--- src/rtl/keypad_scan_ctrl.sv ---
// 4x4 keypad scanner: one column driven low at a time, press and release debounced, 1-cycle key_valid strobe.
// Rows-to-decision latency 2 cycles; no backpressure. Optional auto-repeat when KEYPAD_AUTOREPEAT_EN is defined.
module keypad_scan_ctrl #(
  parameter int SCAN_DIV     = 16,
  parameter int DEBOUNCE_CYC = 64,
  parameter int REPEAT_CYC   = 1024
) (
  input  logic       ph1,
  input  logic       reset,
  input  logic [3:0] rows,
  output logic [3:0] columns,
  output logic [3:0] key,
  output logic       key_valid,
  output logic       key_held
);

  localparam int DIV_W = $clog2(SCAN_DIV) + 1;
  localparam int DEB_W = $clog2(DEBOUNCE_CYC) + 1;
  localparam logic [DIV_W-1:0] DIV_MAX = DIV_W'(SCAN_DIV - 1);
  localparam logic [DEB_W-1:0] DEB_MAX = DEB_W'(DEBOUNCE_CYC - 1);

  typedef enum logic [1:0] {SCAN, DEBOUNCE, HELD, RELEASE} state_t;

  state_t           state, state_n;
  logic [3:0]       rows_m, rows_s;
  logic [1:0]       col_idx, col_idx_n;
  logic [1:0]       row_idx, row_idx_n;
  logic [DIV_W-1:0] div_cnt, div_cnt_n;
  logic [DEB_W-1:0] deb_cnt, deb_cnt_n;
  logic [3:0]       key_n;
  logic             key_valid_n, key_held_n;
  logic             row_up, any_low;
  logic [1:0]       row_pri;

`ifdef KEYPAD_AUTOREPEAT_EN
  localparam int REP_W = $clog2(REPEAT_CYC) + 1;
  localparam logic [REP_W-1:0] REP_MAX = REP_W'(REPEAT_CYC - 1);
  logic [REP_W-1:0] rep_cnt, rep_cnt_n;
`else
  logic unused_repeat;
  assign unused_repeat = ^REPEAT_CYC;
`endif

  assign columns = ~(4'b0001 << col_idx);
  assign row_up  = rows_s[row_idx];
  assign any_low = ~&rows_s;

  // Lowest low row index wins when several rows are pressed.
  always_comb begin
    row_pri = 2'd3;
    for (int i = 3; i >= 0; i--)
      if (!rows_s[i]) row_pri = 2'(i);
  end

  always_ff @(posedge ph1 or negedge reset) begin
    if (!reset) begin
      state     <= SCAN;
      rows_m    <= 4'hF;
      rows_s    <= 4'hF;
      col_idx   <= 2'd0;
      row_idx   <= 2'd0;
      div_cnt   <= '0;
      deb_cnt   <= '0;
      key       <= 4'd0;
      key_valid <= 1'b0;
      key_held  <= 1'b0;
`ifdef KEYPAD_AUTOREPEAT_EN
      rep_cnt   <= '0;
`endif
    end else begin
      state     <= state_n;
      rows_m    <= rows;
      rows_s    <= rows_m;
      col_idx   <= col_idx_n;
      row_idx   <= row_idx_n;
      div_cnt   <= div_cnt_n;
      deb_cnt   <= deb_cnt_n;
      key       <= key_n;
      key_valid <= key_valid_n;
      key_held  <= key_held_n;
`ifdef KEYPAD_AUTOREPEAT_EN
      rep_cnt   <= rep_cnt_n;
`endif
    end
  end

  always_comb begin
    state_n     = state;
    col_idx_n   = col_idx;
    row_idx_n   = row_idx;
    div_cnt_n   = div_cnt;
    deb_cnt_n   = deb_cnt;
    key_n       = key;
    key_valid_n = 1'b0;
    key_held_n  = key_held;
`ifdef KEYPAD_AUTOREPEAT_EN
    // Zero outside HELD, so every entry into HELD restarts the interval.
    rep_cnt_n   = '0;
`endif
    case (state)
      SCAN: begin
        if (div_cnt == DIV_MAX) begin
          div_cnt_n = '0;
          if (any_low) begin
            row_idx_n = row_pri;
            deb_cnt_n = '0;
            state_n   = DEBOUNCE;
          end else begin
            col_idx_n = col_idx + 2'd1;
          end
        end else begin
          div_cnt_n = div_cnt + 1'b1;
        end
      end
      DEBOUNCE: begin
        if (row_up) begin
          state_n   = SCAN;
          div_cnt_n = '0;
          col_idx_n = col_idx + 2'd1;
        end else if (deb_cnt == DEB_MAX) begin
          key_n       = {col_idx, row_idx};
          key_valid_n = 1'b1;
          key_held_n  = 1'b1;
          state_n     = HELD;
        end else begin
          deb_cnt_n = deb_cnt + 1'b1;
        end
      end
      HELD: begin
        if (row_up) begin
          deb_cnt_n = '0;
          state_n   = RELEASE;
        end
`ifdef KEYPAD_AUTOREPEAT_EN
        else if (rep_cnt == REP_MAX) begin
          key_valid_n = 1'b1;
          rep_cnt_n   = '0;
        end else begin
          rep_cnt_n = rep_cnt + 1'b1;
        end
`endif
      end
      RELEASE: begin
        if (!row_up) begin
          state_n = HELD;
        end else if (deb_cnt == DEB_MAX) begin
          key_held_n = 1'b0;
          state_n    = SCAN;
          div_cnt_n  = '0;
          col_idx_n  = col_idx + 2'd1;
        end else begin
          deb_cnt_n = deb_cnt + 1'b1;
        end
      end
      default: state_n = SCAN;
    endcase
  end

endmodule

--- config.mk ---
export PLATFORM = sky130hd
export DESIGN_NAME = keypad_scan_ctrl
export DESIGN_NICKNAME = d
export VERILOG_FILES = /design/src/rtl/keypad_scan_ctrl.sv
export SDC_FILE = /design/constraint.sdc
export NUM_CORES = 1
export LEC_CHECK = 0
export BUFFER_PORTS_ARGS = -buffer_cell sky130_fd_sc_hd__buf_4
export CORE_MARGIN = 4
export CORE_UTILIZATION = 25
export CTS_CLUSTER_DIAMETER = 50
export CTS_CLUSTER_SIZE = 20
export DETAILED_ROUTE_END_ITERATION = 7
export PLACE_DENSITY = 0.46
export SLEW_MARGIN = 20
export SYNTH_ARGS = -nofsm -noshare
export SYNTH_HDL_FRONTEND = slang
export SYNTH_SLANG_ARGS = --single-unit
--- constraint.sdc ---
create_clock -name ph1 -period 1.9 [get_ports ph1]
set_input_delay 0.475 -clock ph1 [delete_from_list [all_inputs] [get_ports ph1]]
set_output_delay 0.475 -clock ph1 [all_outputs]
set_load 0.01 [all_outputs]
==> qor.csv, run 1 <==
metric,value,unit
outcome,completed,
sequential fraction of the synthesis area,0.529,
"Hold Violations, Final",0,
dominant combinational cell family by area after synthesis,compound AO/OA/AOI/OAI gates,
dpl cell area,1780,sq um
Overflow after GRT,0,
number of inserted diodes,0,
pin slew with the least headroom to its limit,0.414,ns
number of fill cells,607,
total nets after synthesis,144,
Clock Skew,0.00531,ns
Critical Path Source Type,flip-flop,
Initial DRC Count,52,
Reg2Reg Capture Point,key[3]$_DFFE_PN0P_,
Top-Level Pins,16,
power density relative to cell area,1210,nW/um^2
Vias/cell,4.77,
min Tclk post-route,1.78,ns
Async SR Flop Fraction,1.00,
area fraction in compound gates after synthesis,0.153,
number of iterations in the first detailed-routing pass,4,
width of the chip,86.3,um
maximum vdd drop,0.365,mV
number of instances in the synthesized netlist,132,
number of vias after detailed routing,1117,
data required time of the critical path,2.07,ns
detailed-route DRC error count,0,
"Arr. time, crit path",1.95,ns
number of buffers added by the clock tree synthesis step,5,
final worst-path setup slack,0.125,ns
Hold Worst Slack,0.120,ns
site row count,28,
most frequent cells in the layout,"dfrtp_1 (24), buf_4 (22), inv_1 (13)",
post-synthesis adder-cell area fraction,0.0490,
area of the placeable core,5920,sq um
master cell of the clock root buffer,clkbuf_8,
number of flip-flops and latches in the synthesized netlist,32,
depth of the most critical reg-to-reg path,3,
Cell variety after synth,42,
total of buffers placed on input and output ports,15,
fraction of layout instances using a drive strength above 1,0.352,
average routed wire per standard cell,13.5,um
largest net degree at the start of global routing,33,
CP max FO,9,
worst hold path type,in2async,
GR Layer Usage met1,0.122,
DRT Wirelength,3170,um
wire length of the first global-routing pass,5610,um
CP Class,reg2reg,
Max-cap violations,0,
met3 routing resource usage after global routing,0.0380,
number of buffers between clock root and the deepest sink,2,
number of synthesized flops with an enable pin,0,
Final period util,0.934,
clock-pin transition on the worst setup and hold timing paths,0.07,ns
most common flop cell mapped by yosys,dfrtp_1,
Area growth syn-to-layout,24.0,%
antenna violations before repair,0,
startpoint of the most critical register-to-register path,row_idx[0]$_DFFE_PN0P_,
RePlAce Congestion,0.837,
Finished Cell Area,1900,sq um
Total Nets Final,170,
initial cell density of the core,0.259,
worst-skew pair later-pin latency,0.29,ns
final number of max-transition violations,0,
Sinks on Clock Net,32,
area of all sequential standard cells,811,sq um
warnings from Yosys,0,
Reg2Reg Setup Slack,0.12,ns
sum of negative setup slack,0,ns
via count of the first global-routing pass,1182,
Synth Area in Simple Gates,0.152,
endpoints failing setup,0,
"leading cell type in the layout, fill and taps excluded",dfrtp_1,
Top Usage Layer GRT,met2,
DIE HEIGHT,86.3,um
multi-input logic area,689,sq um
CTS tree,done,
Post-Place Setup Slack,0.0733,ns
Post-Syn Area per Cell,11.6,sq um
Post-CTS Repair Setup Buffers,0,
share of cell area taken by muxes after synthesis,0.0645,
CTS HTree Levels,2,
detailed placement HPWL,2360,um
total leakage power,0.847,nW
number of routed nets with antenna violations,0,
remaining max-slew budget at the tightest pin,0.724,
maximum achievable frequency,563,MHz
overall fraction of global-route tracks in use,0.0969,
xor/xnor share of the synthesized area,0.0114,
synthesized area,1530,sq um
crit end category,flip-flop,
overall die area,7450,sq um
met2 Usage GRT,0.148,
==> worst max path at each step <==
stage / to / slack (ns) / startpoint
3_5_place_dp: deb_cnt[4]$_DFFE_PN0P_ / 0.07 / row_idx[0]$_DFFE_PN0P_
6_report: key[3]$_DFFE_PN0P_ / 0.12 / row_idx[0]$_DFFE_PN0P_
5_1_grt: key[3]$_DFFE_PN0P_ / -0.0004 / deb_cnt[0]$_DFFE_PN0P_
4_1_cts: deb_cnt[4]$_DFFE_PN0P_ / 0.06 / row_idx[0]$_DFFE_PN0P_
2_1_floorplan: col_idx[1]$_DFFE_PN0P_ / 0.19 / row_idx[0]$_DFFE_PN0P_
3_3_place_gp: key[1]$_DFFE_PN0P_ / 0.08 / deb_cnt[0]$_DFFE_PN0P_
==> registers in the layout, indices dropped and copies added (netlist names), named ones only <==
name / count
deb_cnt: 7
row_idx: 2
rows_m: 4
state: 1
div_cnt: 5
key_valid: 1
key_held: 1
key: 4
col_idx: 2
rows_s: 4
==> per-stage QoR <==
step | std cells | utilization | power [W]
after detailed placement | 226 | 0.300 | 0.00176
final | 234 | 0.321 | 0.00230
after CTS | 234 | 0.316 | 0.00231
after global routing | 234 | 0.321 | 0.00248
after global placement | 226 | 0.300 | 0.00173
after floorplan | 132 | - | 0.00148
==> layer usage <==
metal,up-vias,part of all wire
met2,15,0.48
li1,532,-
met4,0,0.016
met3,5,0.038
met1,565,0.47
met5,-,0
==> cells in the mapped netlist, types with 3 or more instances <==
cell,n,area share
nor2_1,4,0.0098
mux2_2,5,0.037
dfrtp_1,24,0.39
o21ai_0,7,0.023
a31oi_1,4,0.016
nand3_1,7,0.023
nand2_1,7,0.017
nor4_1,3,0.012
ha_1,6,0.049
inv_1,13,0.032
dfstp_2,8,0.14
a21oi_1,3,0.0098
==> kinds of logic (layout without fill, tap and decap cells) <==
kind of cell / count (synthesis) / after routing
adders and majority gates: 6 / 6
AOI/OAI and AO/OA: 33 / 33
buffers and inverters: 16 / 43
and+or+nand+nor: 35 / 35
DFF: 32 / 32
xor gates and xnor gates: 2 / 2
muxes: 8 / 8
==> report_power, final <==
group / internal (W) / switching, W
combinational: 0.000370 / 0.000414
sequential: 0.000820 / 0.000160
clock: 0.000259 / 0.000272
total: 0.00145 / 0.000846
==> cell type report <==
class | count | area share
sequential | 32 | 0.427
timing repair buffer | 22 | 0.0869
clock buffer | 5 | 0.0362
inverter | 13 | 0.0257
multi-input combinational | 84 | 0.363
clock inverter | 3 | 0.0125
tap | 75 | 0.0494
==> worst max-delay path, cell delays in order (launching register included) <==
cell     delay (ns)
dfrtp_1        0.38
mux4_2         0.64
nor3_4         0.27
mux2_2         0.37
==> timing repair <==
item	in CTS	in global routing
hold buffers	0	0
gates resized for setup	0	6
setup endpoints to repair	0	8
(Power assumes the default switching activity.)
==> run 2: changes to the inputs <==
--- a/config.mk
+++ b/config.mk
@@ -7,11 +7,10 @@
 export LEC_CHECK = 0
 export BUFFER_PORTS_ARGS = -buffer_cell sky130_fd_sc_hd__buf_4
 export CORE_MARGIN = 4
-export CORE_UTILIZATION = 25
+export CORE_UTILIZATION = 45
 export CTS_CLUSTER_DIAMETER = 50
 export CTS_CLUSTER_SIZE = 20
 export DETAILED_ROUTE_END_ITERATION = 7
-export PLACE_DENSITY = 0.46
 export SLEW_MARGIN = 20
 export SYNTH_ARGS = -nofsm -noshare
 export SYNTH_HDL_FRONTEND = slang
==> run 2 against run 1 <==
Compared with the run above: worst setup slack lost 0.043 ns; die area shrank 41%; utilization grew 25 points; sequential power shrank 1%; global-route usage grew 4.5 points; maximum frequency shrank 2.4%; final cell count shrank 14%; design area shrank 4.8%; largest power group unchanged.
==> qor.csv, run 2 (synthesis results as in run 1) <==
metric,value,unit,change
Final period util,0.957,,+0.0227
fraction of the core area covered by cells at the end of the flow,0.574,,+0.253
antenna violations before repair,0,,unchanged
total leakage power,0.836,nW,-1.3%
detailed-route DRC error count,0,,unchanged
Critical Path Source Type,flip-flop,,
critical path cell sequence,ha_1 > and3b_2 > a21o_1 > a31oi_1 > mux2_2,,
maximum achievable frequency,550,MHz,-2.4%
startpoint of the most critical register-to-register path,deb_cnt[0]$_DFFE_PN0P_,,
overall fraction of global-route tracks in use,0.142,,+0.0451
DIE HEIGHT,66.4,um,-23%
worst hold path type,in2async,,
CP Class,reg2reg,,
crit end category,flip-flop,,
unrepaired setup endpoints after global routing,yes,,
worst-skew pair later-pin latency,0.33,ns,+0.04 ns
"Arr. time, crit path",2.05,ns,+0.10 ns
number of routed nets with antenna violations,0,,unchanged
"leading cell type in the layout, fill and taps excluded",dfrtp_1,,
min Tclk post-route,1.82,ns,+0.0431 ns
Reg2Reg Capture Point,col_idx[1]$_DFFE_PN0P_,,
number of buffers added by the clock tree synthesis step,5,,unchanged
register with the most flip-flops,deb_cnt,,
Post-Place Setup Slack,0.0858,ns,+0.0125 ns
largest net degree at the start of global routing,33,,unchanged
power density relative to cell area,1210,nW/um^2,+0.43%
CP max FO,4,,-5
endpoints failing setup,0,,unchanged
wire length of the first global-routing pass,4610,um,-18%
most frequent cells in the layout,"dfrtp_1 (24), buf_4 (20), inv_1 (13)",,
maximum vdd drop,0.656,mV,+80%
Max-cap violations,0,,unchanged
timing startpoint of the critical path,deb_cnt[0]$_DFFE_PN0P_,,
total power after layout,0.00219,W,-4.4%
largest incremental delay on the critical path,0.41,ns,-0.23 ns
data required time of the critical path,2.13,ns,+0.06 ns
clock-pin transition on the worst setup and hold timing paths,0.10,ns,+0.03 ns
cell at the slowest stage of the critical path,dfrtp_1,,
number of iterations in the first detailed-routing pass,4,,unchanged
fraction of layout instances using a drive strength above 1,0.318,,-0.0337
width of the chip,66.4,um,-23%
via count of the first global-routing pass,1020,,-14%
master cell of the clock root buffer,clkbuf_4,,
number of inserted diodes,0,,unchanged
overall die area,4400,sq um,-41%
remaining max-slew budget at the tightest pin,0.736,,+0.0120
"flip-flop count of the largest register, all copies and words added",7,,unchanged
CTS HTree Levels,2,,unchanged
Reg2Reg Setup Slack,0.08,ns,-0.04 ns
detailed placement HPWL,1940,um,-18%
total of buffers placed on input and output ports,15,,unchanged
final worst-path setup slack,0.0815,ns,-0.0431 ns
RePlAce Congestion,0.804,,-4.0%
site row count,20,,-29%
CTS tree,done,,
Top-Level Pins,16,,unchanged
number of vias after detailed routing,1079,,-3.4%
area of the placeable core,3150,sq um,-47%
Clock Skew,0.00377,ns,-0.00154 ns
Area growth syn-to-layout,18.0,%,
Top Registers,"deb_cnt: 7 flops, div_cnt: 5 flops",,
Vias/cell,5.37,,+12%
Overflow after GRT,0,,unchanged
initial cell density of the core,0.486,,+0.227
"Hold Violations, Final",0,,unchanged
outcome,completed,,
Total Nets Final,168,,-1.2%
Sinks on Clock Net,32,,unchanged
final number of max-transition violations,0,,unchanged
depth of the most critical reg-to-reg path,5,,+2
pin slew with the least headroom to its limit,0.396,ns,-0.0180 ns
number of buffers between clock root and the deepest sink,2,,unchanged
Initial DRC Count,32,,-38%
Critical path buffers and inverters,0,,unchanged
average routed wire per standard cell,13.0,um,-4.0%
cell family with most CP delay,compound AO/OA/AOI/OAI gates,,
DRT Wirelength,2610,um,-18%
## run 2: changes by cell type in the layout (fill, tap and decap cells not counted), sizes merged
cell	change
buf	-2
clkinvlp	-1
bufinv	+1
## run 2: what timing repair did
| action | CTS | global route |
|---|---|---|
| buffers inserted | 0 | 1 |
| hold buffers | 0 | 0 |
| resized for setup | 0 | 2 |
| endpoints found under the setup margin | 0 | 8 |
## run 2: how the worst max path moves through the flow
stage                              to  slack (ns)  cells past startpoint
2_1_floorplan  col_idx[1]$_DFFE_PN0P_        0.19                      3
3_3_place_gp       key[0]$_DFFE_PN0P_        0.08                      5
3_5_place_dp       key[2]$_DFFE_PN0P_        0.09                      5
4_1_cts            key[2]$_DFFE_PN0P_        0.06                      5
5_1_grt        deb_cnt[0]$_DFFE_PN0P_       -0.02                      4
6_report       col_idx[1]$_DFFE_PN0P_        0.08                      5
## run 2: layout make-up
type | instances | area [sq um]
Clock inverter | 3 | 42.5
Sequential cell | 32 | 811
Multi-Input combinational cell | 84 | 664
Fill cell | 275 | 1340
Tap cell | 44 | 55.1
Timing Repair Buffer | 20 | 150
Inverter | 13 | 48.8
Clock buffer | 5 | 37.5
## run 2: power by group
| part | internal, W | switching (W) |
|---|---|---|
| clock | 0.000274 | 0.000230 |
| sequential | 0.000819 | 0.000148 |
| combinational | 0.000342 | 0.000381 |
| total | 0.00144 | 0.000759 |
## run 2: layer usage
layer / vias to the layer above / GRT usage / wire, um
li1: 528 / - / -
met1: 526 / 0.181 / 1240
met2: 17 / 0.208 / 1190
met3: 8 / 0.0561 / 124
met4: 0 / 0.0685 / 56
met5: - / 0 / 0
## run 2: stage by stage
| step | TNS (ns) | instance area (sq um) | instances | hold WS (ns) |
|---|---|---|---|---|
| 6_report | 0 | 1810 | 201 | 0.0572 |
| 5_1_grt | -0.0309 | 1810 | 201 | 0.0547 |
| 4_1_cts | 0 | 1800 | 200 | 0.0509 |
| 3_5_place_dp | 0 | 1720 | 192 | 0.347 |
| 3_3_place_gp | 0 | 1720 | 192 | 0.347 |
| 2_1_floorplan | 0 | 1530 | 132 | 0.179 |
